--- src/rtl/ap_fifo_rr_sched_if.sv ---
`default_nettype none
// ============================================================================
// Module   : ap_fifo_rr_sched_if
// Brief    : ap_fifo stream bundle: two host channels plus the shared core.
// Revision : 1.0
// ============================================================================
interface ap_fifo_rr_sched_if #(
    parameter int DATA_W = 32
);
    logic [DATA_W-1:0] ch0_in_dout;
    logic              ch0_in_empty_n;
    logic              ch0_in_read;
    logic [DATA_W-1:0] ch0_out_din;
    logic              ch0_out_full_n;
    logic              ch0_out_write;

    logic [DATA_W-1:0] ch1_in_dout;
    logic              ch1_in_empty_n;
    logic              ch1_in_read;
    logic [DATA_W-1:0] ch1_out_din;
    logic              ch1_out_full_n;
    logic              ch1_out_write;

    logic [DATA_W-1:0] ip_in_dout;
    logic              ip_in_empty_n;
    logic              ip_in_read;
    logic [DATA_W-1:0] ip_out_din;
    logic              ip_out_full_n;
    logic              ip_out_write;

    modport master (
        input  ch0_in_dout, ch0_in_empty_n, ch0_out_full_n,
        output ch0_in_read, ch0_out_din, ch0_out_write,
        input  ch1_in_dout, ch1_in_empty_n, ch1_out_full_n,
        output ch1_in_read, ch1_out_din, ch1_out_write,
        output ip_in_dout, ip_in_empty_n, ip_out_full_n,
        input  ip_in_read, ip_out_din, ip_out_write
    );

    modport slave (
        output ch0_in_dout, ch0_in_empty_n, ch0_out_full_n,
        input  ch0_in_read, ch0_out_din, ch0_out_write,
        output ch1_in_dout, ch1_in_empty_n, ch1_out_full_n,
        input  ch1_in_read, ch1_out_din, ch1_out_write,
        input  ip_in_dout, ip_in_empty_n, ip_out_full_n,
        output ip_in_read, ip_out_din, ip_out_write
    );
endinterface
`default_nettype wire

--- src/rtl/ap_fifo_rr_sched.sv ---
`default_nettype none
// ============================================================================
// Module   : ap_fifo_rr_sched
// Brief    : Round-robin burst time-sharing of one ap_fifo core by two channels.
// Revision : 1.0
// ============================================================================
module ap_fifo_rr_sched #(
    parameter int DATA_W    = 32,
    parameter int BURST_LEN = 64,
    parameter int CNT_W     = 16,
    parameter int IDLE_TO   = 32
) (
    input  wire logic          ap_clk,
    input  wire logic          ap_rst,
    input  wire logic [1:0]    ch_en,
    ap_fifo_rr_sched_if.master fifo,
    output logic      [1:0]    grant,
    output logic               busy
);

    localparam int               c_to_w    = $clog2(IDLE_TO + 1);
    localparam logic [CNT_W-1:0] c_burst   = CNT_W'(BURST_LEN);
    localparam logic [c_to_w-1:0] c_to_last = c_to_w'(IDLE_TO - 1);

    localparam logic [1:0] c_st_idle  = 2'd0;
    localparam logic [1:0] c_st_run   = 2'd1;
    localparam logic [1:0] c_st_drain = 2'd2;

    logic [1:0]        r_state;
    logic [1:0]        r_grant;
    logic [CNT_W-1:0]  r_in_cnt;
    logic [CNT_W-1:0]  r_out_cnt;
    logic [c_to_w-1:0] r_to_cnt;
    logic              r_last;

    logic              w_sel;
    logic              w_run;
    logic              w_active;
    logic              w_en;
    logic              w_src_empty_n;
    logic              w_sink_full_n;
    logic              w_in_fire;
    logic              w_out_fire;
    logic [CNT_W-1:0]  w_in_next;
    logic [1:0]        w_req;
    logic              w_pick;

    assign w_sel         = r_grant[1];
    assign w_run         = (r_state == c_st_run);
    assign w_active      = w_run || (r_state == c_st_drain);
    assign w_en          = ch_en[w_sel];
    assign w_src_empty_n = w_sel ? fifo.ch1_in_empty_n : fifo.ch0_in_empty_n;
    assign w_sink_full_n = w_sel ? fifo.ch1_out_full_n : fifo.ch0_out_full_n;

    // A dropped enable blocks issue in the same cycle, not one cycle later.
    assign fifo.ip_in_empty_n = w_run && w_en && w_src_empty_n && (r_in_cnt < c_burst);
    assign fifo.ip_out_full_n = w_active && w_sink_full_n && (r_out_cnt < r_in_cnt);
    assign fifo.ip_in_dout    = r_grant[0] ? fifo.ch0_in_dout :
                                (r_grant[1] ? fifo.ch1_in_dout : {DATA_W{1'b0}});

    assign w_in_fire  = fifo.ip_in_read && fifo.ip_in_empty_n;
    assign w_out_fire = fifo.ip_out_write && fifo.ip_out_full_n;
    assign w_in_next  = r_in_cnt + CNT_W'(w_in_fire);

    assign fifo.ch0_in_read   = r_grant[0] && w_in_fire;
    assign fifo.ch1_in_read   = r_grant[1] && w_in_fire;
    assign fifo.ch0_out_write = r_grant[0] && w_out_fire;
    assign fifo.ch1_out_write = r_grant[1] && w_out_fire;
    assign fifo.ch0_out_din   = fifo.ip_out_din;
    assign fifo.ch1_out_din   = fifo.ip_out_din;

    assign w_req  = ch_en & {fifo.ch1_in_empty_n, fifo.ch0_in_empty_n};
    // Channel index of the winner; only meaningful when some channel requests.
    assign w_pick = w_req[0] ? (w_req[1] ? ~r_last : 1'b0) : 1'b1;

    assign grant = r_grant;
    assign busy  = (r_state != c_st_idle);

    always_ff @(posedge ap_clk) begin
        if (ap_rst) begin
            r_state   <= c_st_idle;
            r_grant   <= 2'b00;
            r_in_cnt  <= '0;
            r_out_cnt <= '0;
            r_to_cnt  <= '0;
            r_last    <= 1'b1;
        end else begin
            case (r_state)
                c_st_idle: begin
                    if (|w_req) begin
                        r_grant   <= w_pick ? 2'b10 : 2'b01;
                        r_in_cnt  <= '0;
                        r_out_cnt <= '0;
                        r_to_cnt  <= '0;
                        r_state   <= c_st_run;
                    end
                end
                c_st_run: begin
                    r_in_cnt  <= w_in_next;
                    r_out_cnt <= r_out_cnt + CNT_W'(w_out_fire);
                    if (w_in_fire) begin
                        r_to_cnt <= '0;
                    end else if (r_to_cnt != c_to_last) begin
                        r_to_cnt <= r_to_cnt + 1'b1;
                    end
                    if ((w_in_next == c_burst) || !w_en ||
                        (!w_in_fire && (r_to_cnt == c_to_last))) begin
                        r_state <= c_st_drain;
                    end
                end
                c_st_drain: begin
                    // Results still owed keep the grant; equality closes the burst.
                    if (r_out_cnt == r_in_cnt) begin
                        r_last  <= w_sel;
                        r_grant <= 2'b00;
                        r_state <= c_st_idle;
                    end else begin
                        r_out_cnt <= r_out_cnt + CNT_W'(w_out_fire);
                    end
                end
                default: begin
                    r_state <= c_st_idle;
                    r_grant <= 2'b00;
                end
            endcase
        end
    end

endmodule
`default_nettype wire

--- src/flat_wrapper.sv ---
// flat-port wrapper written by rule: the top's interface ports become plain ports
module ap_fifo_rr_sched_flat 
#(
    parameter int DATA_W    = 32,
    parameter int BURST_LEN = 64,
    parameter int CNT_W     = 16,
    parameter int IDLE_TO   = 32
)
  (ap_clk, ap_rst, ch_en, grant, busy, fifo_ch0_in_dout, fifo_ch0_in_empty_n, fifo_ch0_out_full_n, fifo_ch0_in_read, fifo_ch0_out_din, fifo_ch0_out_write, fifo_ch1_in_dout, fifo_ch1_in_empty_n, fifo_ch1_out_full_n, fifo_ch1_in_read, fifo_ch1_out_din, fifo_ch1_out_write, fifo_ip_in_dout, fifo_ip_in_empty_n, fifo_ip_out_full_n, fifo_ip_in_read, fifo_ip_out_din, fifo_ip_out_write);
  ap_fifo_rr_sched_if #(.DATA_W(DATA_W)) fifo_i ();
  input  wire logic ap_clk;
  input  wire logic ap_rst;
  input  wire logic [1:0] ch_en;
  output logic      [1:0] grant;
  output logic busy;
  input wire logic [$bits(fifo_i.ch0_in_dout)-1:0] fifo_ch0_in_dout;
  input wire logic [$bits(fifo_i.ch0_in_empty_n)-1:0] fifo_ch0_in_empty_n;
  input wire logic [$bits(fifo_i.ch0_out_full_n)-1:0] fifo_ch0_out_full_n;
  output wire logic [$bits(fifo_i.ch0_in_read)-1:0] fifo_ch0_in_read;
  output wire logic [$bits(fifo_i.ch0_out_din)-1:0] fifo_ch0_out_din;
  output wire logic [$bits(fifo_i.ch0_out_write)-1:0] fifo_ch0_out_write;
  input wire logic [$bits(fifo_i.ch1_in_dout)-1:0] fifo_ch1_in_dout;
  input wire logic [$bits(fifo_i.ch1_in_empty_n)-1:0] fifo_ch1_in_empty_n;
  input wire logic [$bits(fifo_i.ch1_out_full_n)-1:0] fifo_ch1_out_full_n;
  output wire logic [$bits(fifo_i.ch1_in_read)-1:0] fifo_ch1_in_read;
  output wire logic [$bits(fifo_i.ch1_out_din)-1:0] fifo_ch1_out_din;
  output wire logic [$bits(fifo_i.ch1_out_write)-1:0] fifo_ch1_out_write;
  output wire logic [$bits(fifo_i.ip_in_dout)-1:0] fifo_ip_in_dout;
  output wire logic [$bits(fifo_i.ip_in_empty_n)-1:0] fifo_ip_in_empty_n;
  output wire logic [$bits(fifo_i.ip_out_full_n)-1:0] fifo_ip_out_full_n;
  input wire logic [$bits(fifo_i.ip_in_read)-1:0] fifo_ip_in_read;
  input wire logic [$bits(fifo_i.ip_out_din)-1:0] fifo_ip_out_din;
  input wire logic [$bits(fifo_i.ip_out_write)-1:0] fifo_ip_out_write;
  assign fifo_i.ch0_in_dout = fifo_ch0_in_dout;
  assign fifo_i.ch0_in_empty_n = fifo_ch0_in_empty_n;
  assign fifo_i.ch0_out_full_n = fifo_ch0_out_full_n;
  assign fifo_ch0_in_read = fifo_i.ch0_in_read;
  assign fifo_ch0_out_din = fifo_i.ch0_out_din;
  assign fifo_ch0_out_write = fifo_i.ch0_out_write;
  assign fifo_i.ch1_in_dout = fifo_ch1_in_dout;
  assign fifo_i.ch1_in_empty_n = fifo_ch1_in_empty_n;
  assign fifo_i.ch1_out_full_n = fifo_ch1_out_full_n;
  assign fifo_ch1_in_read = fifo_i.ch1_in_read;
  assign fifo_ch1_out_din = fifo_i.ch1_out_din;
  assign fifo_ch1_out_write = fifo_i.ch1_out_write;
  assign fifo_ip_in_dout = fifo_i.ip_in_dout;
  assign fifo_ip_in_empty_n = fifo_i.ip_in_empty_n;
  assign fifo_ip_out_full_n = fifo_i.ip_out_full_n;
  assign fifo_i.ip_in_read = fifo_ip_in_read;
  assign fifo_i.ip_out_din = fifo_ip_out_din;
  assign fifo_i.ip_out_write = fifo_ip_out_write;
  ap_fifo_rr_sched #(.DATA_W(DATA_W), .BURST_LEN(BURST_LEN), .CNT_W(CNT_W), .IDLE_TO(IDLE_TO)) u_core (.ap_clk(ap_clk), .ap_rst(ap_rst), .ch_en(ch_en), .fifo(fifo_i), .grant(grant), .busy(busy));
endmodule
--- config.mk ---
export PLATFORM = sky130hd
export DESIGN_NAME = ap_fifo_rr_sched_flat
export DESIGN_NICKNAME = d
export VERILOG_FILES = /design/src/rtl/ap_fifo_rr_sched_if.sv /design/src/rtl/ap_fifo_rr_sched.sv /design/src/flat_wrapper.sv
export SDC_FILE = /design/constraint.sdc
export NUM_CORES = 1
export LEC_CHECK = 0
export BUFFER_PORTS_ARGS = -buffer_cell sky130_fd_sc_hd__clkbuf_2
export CORE_ASPECT_RATIO = 1.1
export CORE_MARGIN = 2
export CORE_UTILIZATION = 45
export CTS_CLUSTER_SIZE = 25
export DETAILED_ROUTE_END_ITERATION = 8
export PLACE_DENSITY = 0.82
export SLEW_MARGIN = 10
export SYNTH_ARGS = -nofsm -noshare
export SYNTH_HDL_FRONTEND = slang
export SYNTH_SLANG_ARGS = --single-unit
--- constraint.sdc ---
create_clock -name ap_clk -period 4.4 [get_ports ap_clk]
set_input_delay 0.44 -clock ap_clk [delete_from_list [all_inputs] [get_ports ap_clk]]
set_output_delay 0.44 -clock ap_clk [all_outputs]
set_load 0.05 [all_outputs]
==> results.sh, run 1 <==
export IMPL_outcome="finished, final reports clean"
export IMPL_wl_met2_um=5950
export IMPL_drt_met1_wl_um=4370
export IMPL_p_int_mw=0.789
export IMPL_synthCells=477
export IMPL_worst_slack_ps=830
export IMPL_max_cap_violations=0
export IMPL_synth_xor_xnor_area_share_pct=2.86
export IMPL_cts_made_buffers=5
export IMPL_fp_dieArea_um2=8920
export IMPL_grt_max_degree=38
export IMPL_nets=642
export IMPL_cts_setup_buffers=0
export IMPL_pwr_share_comb_pct=58.9
export IMPL_syn_to_final_growth_pct=6.19
export IMPL_min_period_over_period_pct=81.1
export IMPL_maxSlewViolCount=0
export IMPL_die_y_um=98.8
export IMPL_portBuffers=114
export IMPL_netSwitchingPower_mw=0.905
export IMPL_critPathTopFamily="compound AO/OA/AOI/OAI gates"
export IMPL_synth_compound_area_share_pct=23.4
export IMPL_max_slew_worst_pin_slew_ps=1160
export IMPL_clkTransAtPathRegs_ps=80
export IMPL_synthMuxAreaShare_pct=2.52
export IMPL_drcViolationCount=0
export IMPL_synthTopCellsByArea="dfxtp_1 (23%), buf_4 (13%), ha_1 (8.5%)"
export IMPL_slowest_stage="a2111oi_0"
export IMPL_fmaxAchievable_ghz=0.280
export IMPL_synth_avg_cell_area_um2=7.71
export IMPL_antenna_found_initial=0
export IMPL_hold_path_class="register to register"
export IMPL_synth_adder_area_share_pct=8.50
export IMPL_path_max_fanout=8
export IMPL_grt_overflow=0
export IMPL_final_hold_viol_count=0
export IMPL_initial_utilization_pct=46.5
export IMPL_yosys_warnings=0
export IMPL_first_iter_violations=325
export IMPL_cp_start_kind="register"
export IMPL_clk_latency_ps=300
export IMPL_tritoncts="done"
export IMPL_hold_ws_ps=495
export IMPL_crit_top_cell="ha_1"
export IMPL_grt_total_usage_pct=26.2
export IMPL_power_leakage_nw=1.62
export IMPL_synth_commonest_cells="buf_4 (64), dfxtp_1 (43), nor2_1 (38)"
export IMPL_core_area_um2=7910
export IMPL_p_per_area_nw_per_um2=433
export IMPL_viasPerCell=5.99
export IMPL_yosysTopAreaCellShare_pct=23.4
export IMPL_htree_num_levels=2
export IMPL_ant_nets=0
export IMPL_cts_resized=0
export IMPL_dr_wl_met3_um=1310
export IMPL_fin_worst_skew_ps=6.04
export IMPL_synth_area_leader_cell="dfxtp_1"
export IMPL_gp_congestion=0.982
export IMPL_fp_dieW_um=90.2
export IMPL_grt_pass1_vias=3495
export IMPL_syn_area_um2=3680
export IMPL_ys_types=50
export IMPL_num_io_pins=211
export IMPL_grt_pass1_wl_um=18500
export IMPL_num_fill_cells=766
export IMPL_rsz0062_at_grt="false"
export IMPL_required_ps=4550
export IMPL_relSlewSlack_pct=22.6
export IMPL_yosysMostFrequentCell="buf_4"
export IMPL_cts_sinks=43
export IMPL_crit_chain="inv_1, ha_1, a2111oi_0, o211ai_1, nor3b_1, ha_1, and3_1, o2111ai_2, or4_4, xor2_1, nor2_2"
export IMPL_drt_wirelength_per_cell_um=19.5
export IMPL_period_needed_ps=3570
export IMPL_clk_path_buf_depth=2
export IMPL_cp_end_kind="register"
export IMPL_synth_main_ff_cell="dfxtp_1"
export IMPL_diodes=0
export IMPL_synth_simple_area_share_pct=20.8
export IMPL_dpl_hpwl_um=9670
export IMPL_setup_violations=0
export IMPL_maxUsedRoutingLayer="met5"
export IMPL_hold_buffers=0
export IMPL_path_buf_inv=1
export IMPL_routed_via_count=3707
export IMPL_setup_tns_ps=0
export IMPL_firstDrtPassIters=5
export IMPL_ys_seq_area_share_pct=23.4
export IMPL_ir_drop_uv=161
export IMPL_rows=34
export IMPL_synth_async_reset_ratio_pct=0
export IMPL_p_sw_share_pct=53.4
export IMPL_p_seq_share_pct=25.7
export IMPL_synth_edff_count=0
export IMPL_finalWirelength_um=12100
export IMPL_drive_above_1_share_pct=26.2
export IMPL_dp_slack_ps=949
export IMPL_synth_seq_cells=43
export IMPL_worstSetupPathType="register to register"
export IMPL_synthesis_nets=608
export IMPL_synth_top_family_by_area="compound AO/OA/AOI/OAI gates"
export IMPL_pwr_share_clk_pct=15.3
export IMPL_crit_arrival_ps=3710
export IMPL_max_stage_delay_ps=590
export IMPL_cts_root_buf="clkbuf_8"
## logic make-up after synthesis
logic type	Yosys count
muxes	9
DFF	43
AOI/OAI and AO/OA	126
buffers and inverters	116
xor gates and xnor gates	12
and+or+nand+nor	146
adders and majority gates	25
## tightest hold or removal path: cells and delay by family (launching register included)
kind	cells	cell delay, ps
AOI/OAI and AO/OA	1	50
and+or+nand+nor	1	60
DFF	1	340
## stage by stage
stage | instances | area, um2 | utilization [%] | power (mW)
6_report | 619 | 3910 | 49.4 | 1.69
5_1_grt | 619 | 3910 | 49.4 | 1.78
4_1_cts | 619 | 3910 | 49.4 | 1.69
3_5_place_dp | 612 | 3820 | 48.3 | 1.43
3_3_place_gp | 612 | 3820 | 48.3 | 1.42
2_1_floorplan | 477 | 3680 | - | 1.32
## state kept, by name, indices dropped and copies added, names as in the netlist
signal and cells:
u_core.r_last 1, u_core.r_out_cnt 16, u_core.grant 2, u_core.r_to_cnt 6
u_core.r_in_cnt 16, u_core.r_state 2
## layout by cell type, fill, tap and decap left out, drive strengths merged, types with 2 or more instances in the layout
cell type  instances
a211oi             5
a21o               3
a21oi             29
a22o              32
a22oi              2
a311oi             2
a31o               2
a31oi              5
a41oi              2
and2               4
and3               5
and4               9
buf                2
clkbuf           120
dfxtp             43
ha                25
inv               27
mux2               2
mux2i              7
nand2             23
nand2b             3
nand3             12
nand4             12
nor2              39
nor2b              3
nor3              19
nor4               5
o2111ai            2
o211ai             3
o21a               5
o21ai             29
or3                7
xnor2             10
xor2               2
## power by group through the flow
stage | registers (mW) | logic, mW | clock network, mW
after floorplan | 0.445 | 0.879 | 0
after global placement | 0.443 | 0.974 | 0
after detailed placement | 0.446 | 0.985 | 0
after CTS | 0.436 | 0.990 | 0.267
after global routing | 0.438 | 1.06 | 0.279
final | 0.436 | 0.998 | 0.260
## layout make-up
cell class	instances	area [um2]	area share (%)
clock buffers	6	82.6	2.11
flip-flops and latches	43	861	22.0
clock inverters	1	5.00	0.128
multi-input cells	318	2140	54.7
repair buffers	116	586	15.0
inverters	27	101	2.59
well taps	108	135	3.46
## final timing paths
| kind | from | endpoint | slack (ps) | cells past startpoint |
|---|---|---|---|---|
| worst max-delay path | u_core.r_in_cnt[15] | u_core.r_out_cnt[15] | 830 | 11 |
| worst min-delay path | u_core.r_in_cnt[15] | u_core.r_in_cnt[15] | 500 | 2 |
| worst max register to register | u_core.r_in_cnt[15] | u_core.r_out_cnt[15] | 830 | 11 |
| worst min register to register | u_core.r_in_cnt[15] | u_core.r_in_cnt[15] | 500 | 2 |
## routing by layer
layer	GRT usage [%]	vias to the layer above
met5	3.89	-
met4	9.47	2
met3	9.17	25
met2	46.4	269
met1	28.9	1691
li1	-	1720
Power figures use the tool's default switching activity.
==> run 2: changes to the inputs <==
==> constraint.sdc (replaced) <==
create_clock -name ap_clk -period 3.31 [get_ports ap_clk]
set_input_delay 0.331 -clock ap_clk [delete_from_list [all_inputs] [get_ports ap_clk]]
set_output_delay 0.331 -clock ap_clk [all_outputs]
set_load 0.05 [all_outputs]
==> run 2 against run 1 <==
First-iteration DRC count is 0.92% higher. Clock-buffer cell count fell by 1. Clock power up 93%. Register-to-register slack lost 650 ps. Power grew 43%. Sequential share of layout area fell by 0.80 points. Sequential power is 30% higher.
==> results.sh, run 2 (synthesis gave the netlist of run 1 again) <==
export IMPL_firstDrtPassIters=6
export IMPL_global_route_usage_met3_pct=9.94
export IMPL_max_stage_delay_ps=540
export IMPL_ir_drop_uv=232
export IMPL_cts_made_buffers=5
export IMPL_gp_congestion=0.993
export IMPL_hold_path_startpoint="u_core.r_in_cnt[15]"
export IMPL_ff2ff_path_depth=11
export IMPL_syn_to_final_growth_pct=10.7
export IMPL_max_cap_violations=0
export IMPL_final_cells=632
export IMPL_required_ps=3480
export IMPL_nets=654
export IMPL_period_needed_ps=3130
export IMPL_grt_pass1_wl_um=18500
export IMPL_fmaxAchievable_ghz=0.320
export IMPL_dpl_instance_area_um2=3900
export IMPL_first_iter_violations=328
export IMPL_num_fill_cells=767
export IMPL_htree_num_levels=2
export IMPL_clkTransAtPathRegs_ps=80
export IMPL_worstSetupPathType="register to register"
export IMPL_cp_end_kind="register"
export IMPL_p_per_area_nw_per_um2=595
export IMPL_fp_dieW_um=90.2
export IMPL_path_buf_inv=1
export IMPL_grt_overflow=0
export IMPL_r2r_start="u_core.r_in_cnt[15]"
export IMPL_initial_utilization_pct=46.5
export IMPL_hold_path_class="register to register"
export IMPL_fp_dieArea_um2=8920
export IMPL_drive_above_1_share_pct=29.0
export IMPL_ant_nets=0
export IMPL_whs_endpoint="u_core.r_in_cnt[15]"
export IMPL_critPathTopFamily="simple AND/OR/NAND/NOR gates"
export IMPL_path_max_fanout=4
export IMPL_slowest_stage="or4_4"
export IMPL_grt_max_degree=37
export IMPL_power_leakage_nw=1.70
export IMPL_grtUsageMet1_pct=28.6
export IMPL_finalWirelength_um=12400
export IMPL_clk_path_buf_depth=2
export IMPL_viasPerCell=6.04
export IMPL_grt_pass1_vias=3569
export IMPL_crit_chain="inv_1, ha_1, a2111oi_1, o211ai_1, nor3b_2, ha_1, and3_1, o2111ai_2, or4_4, xor2_1, nor2_2"
export IMPL_max_slew_worst_pin_slew_ps=1230
export IMPL_use_met2_pct=44.4
export IMPL_dp_cells=623
export IMPL_hold_ws_ps=494
export IMPL_setup_tns_ps=0
export IMPL_portBuffers=114
export IMPL_core_area_um2=7910
export IMPL_final_hold_viol_count=0
export IMPL_most_common_layout_cells="clkbuf_2 (114), dfxtp_1 (42), nor2_1 (38)"
export IMPL_hold_buffers=0
export IMPL_drcViolationCount=0
export IMPL_hold_depth=2
export IMPL_rows=34
export IMPL_diodes=0
export IMPL_r2r_end="u_core.r_out_cnt[15]"
export IMPL_final_common_cell="clkbuf_2"
export IMPL_setup_violations=0
export IMPL_antenna_found_initial=0
export IMPL_num_io_pins=211
export IMPL_drt_wirelength_per_cell_um=19.6
export IMPL_clk_latency_ps=310
export IMPL_crit_arrival_ps=3290
export IMPL_grt_total_usage_pct=26.3
export IMPL_cts_sinks=43
export IMPL_finalInstanceArea_um2=4070
export IMPL_tritoncts="done"
export IMPL_largestRegisters="u_core.r_in_cnt (16), u_core.r_out_cnt (16), u_core.r_to_cnt (6)"
export IMPL_outcome="finished, final reports clean"
export IMPL_relSlewSlack_pct=17.9
export IMPL_r2r_slack_ps=180
export IMPL_dpl_hpwl_um=9630
export IMPL_fin_worst_skew_ps=12.1
export IMPL_cp_start_kind="register"
export IMPL_min_period_over_period_pct=94.5
export IMPL_crit_top_cell="ha_1"
export IMPL_routed_via_count=3819
export IMPL_die_y_um=98.8
export IMPL_busiest_layer="met2"
export IMPL_cts_root_buf="clkbuf_8"
export IMPL_maxSlewViolCount=0
[run 2: cell types whose count changed in the layout (fill, tap and decap cells not counted), sizes merged]
| cell | delta |
|---|---|
| clkbuf | -1 |
| buf | +12 |
| clkinvlp | +1 |
| bufinv | +2 |
| clkinv | -1 |
[run 2: tightest hold or removal path, stage by stage, from the launching register on]
cell     delay, ps
dfxtp_1        340
nand2_1         60
a21oi_1         50
[run 2: how the worst max path moves through the flow]
stage                                end  cells past startpoint           startpoint
floorplan           u_core.r_out_cnt[15]                     11      u_core.grant[1]
global route        u_core.r_out_cnt[15]                     14   u_core.r_in_cnt[9]
CTS                 u_core.r_out_cnt[15]                     14   u_core.r_in_cnt[9]
detailed placement  u_core.r_out_cnt[14]                     15   u_core.r_in_cnt[9]
finish              u_core.r_out_cnt[15]                     11  u_core.r_in_cnt[15]
global placement    u_core.r_out_cnt[14]                     15   u_core.r_in_cnt[9]
[run 2: cell type report]
class | count | area, um2 | area share (%)
repair buffers | 128 | 676 | 16.6
well taps | 108 | 135 | 3.32
flip-flops and latches | 43 | 865 | 21.2
multi-input cells | 318 | 2160 | 53.0
inverters | 27 | 101 | 2.49
clock inverters | 3 | 67.6 | 1.66
clock buffers | 5 | 68.8 | 1.69
[run 2: repair_timing]
action	4_1_cts	5_1_grt
endpoints found under the hold margin	0	0
gates resized for setup	1	7
gates cloned	0	0
pin swaps	0	1
setup buffers	0	1
endpoints found under the setup margin	5	14
[run 2: per-stage QoR]
stage,worst slack (ps),total power [mW],utilization (%)
2_1_floorplan,243,1.76,-
3_3_place_gp,197,1.90,49.3
3_5_place_dp,-28.0,1.91,49.3
4_1_cts,24.2,2.42,51.1
5_1_grt,-94.2,2.53,51.5
6_report,183,2.42,51.5
[run 2: metal layers]
metal	wire length [um]	up-vias
met5	42	-
met4	580	2
met3	1470	35
met2	5830	273
met1	4480	1767
li1	-	1742
[run 2: power by group]
part	total (mW)	leakage, nW	switching, mW	internal (mW)
clock network	0.501	0.0644	0.200	0.301
registers	0.568	0.348	0.0273	0.541
logic	1.35	1.29	0.996	0.358
total	2.42	1.70	1.22	1.20
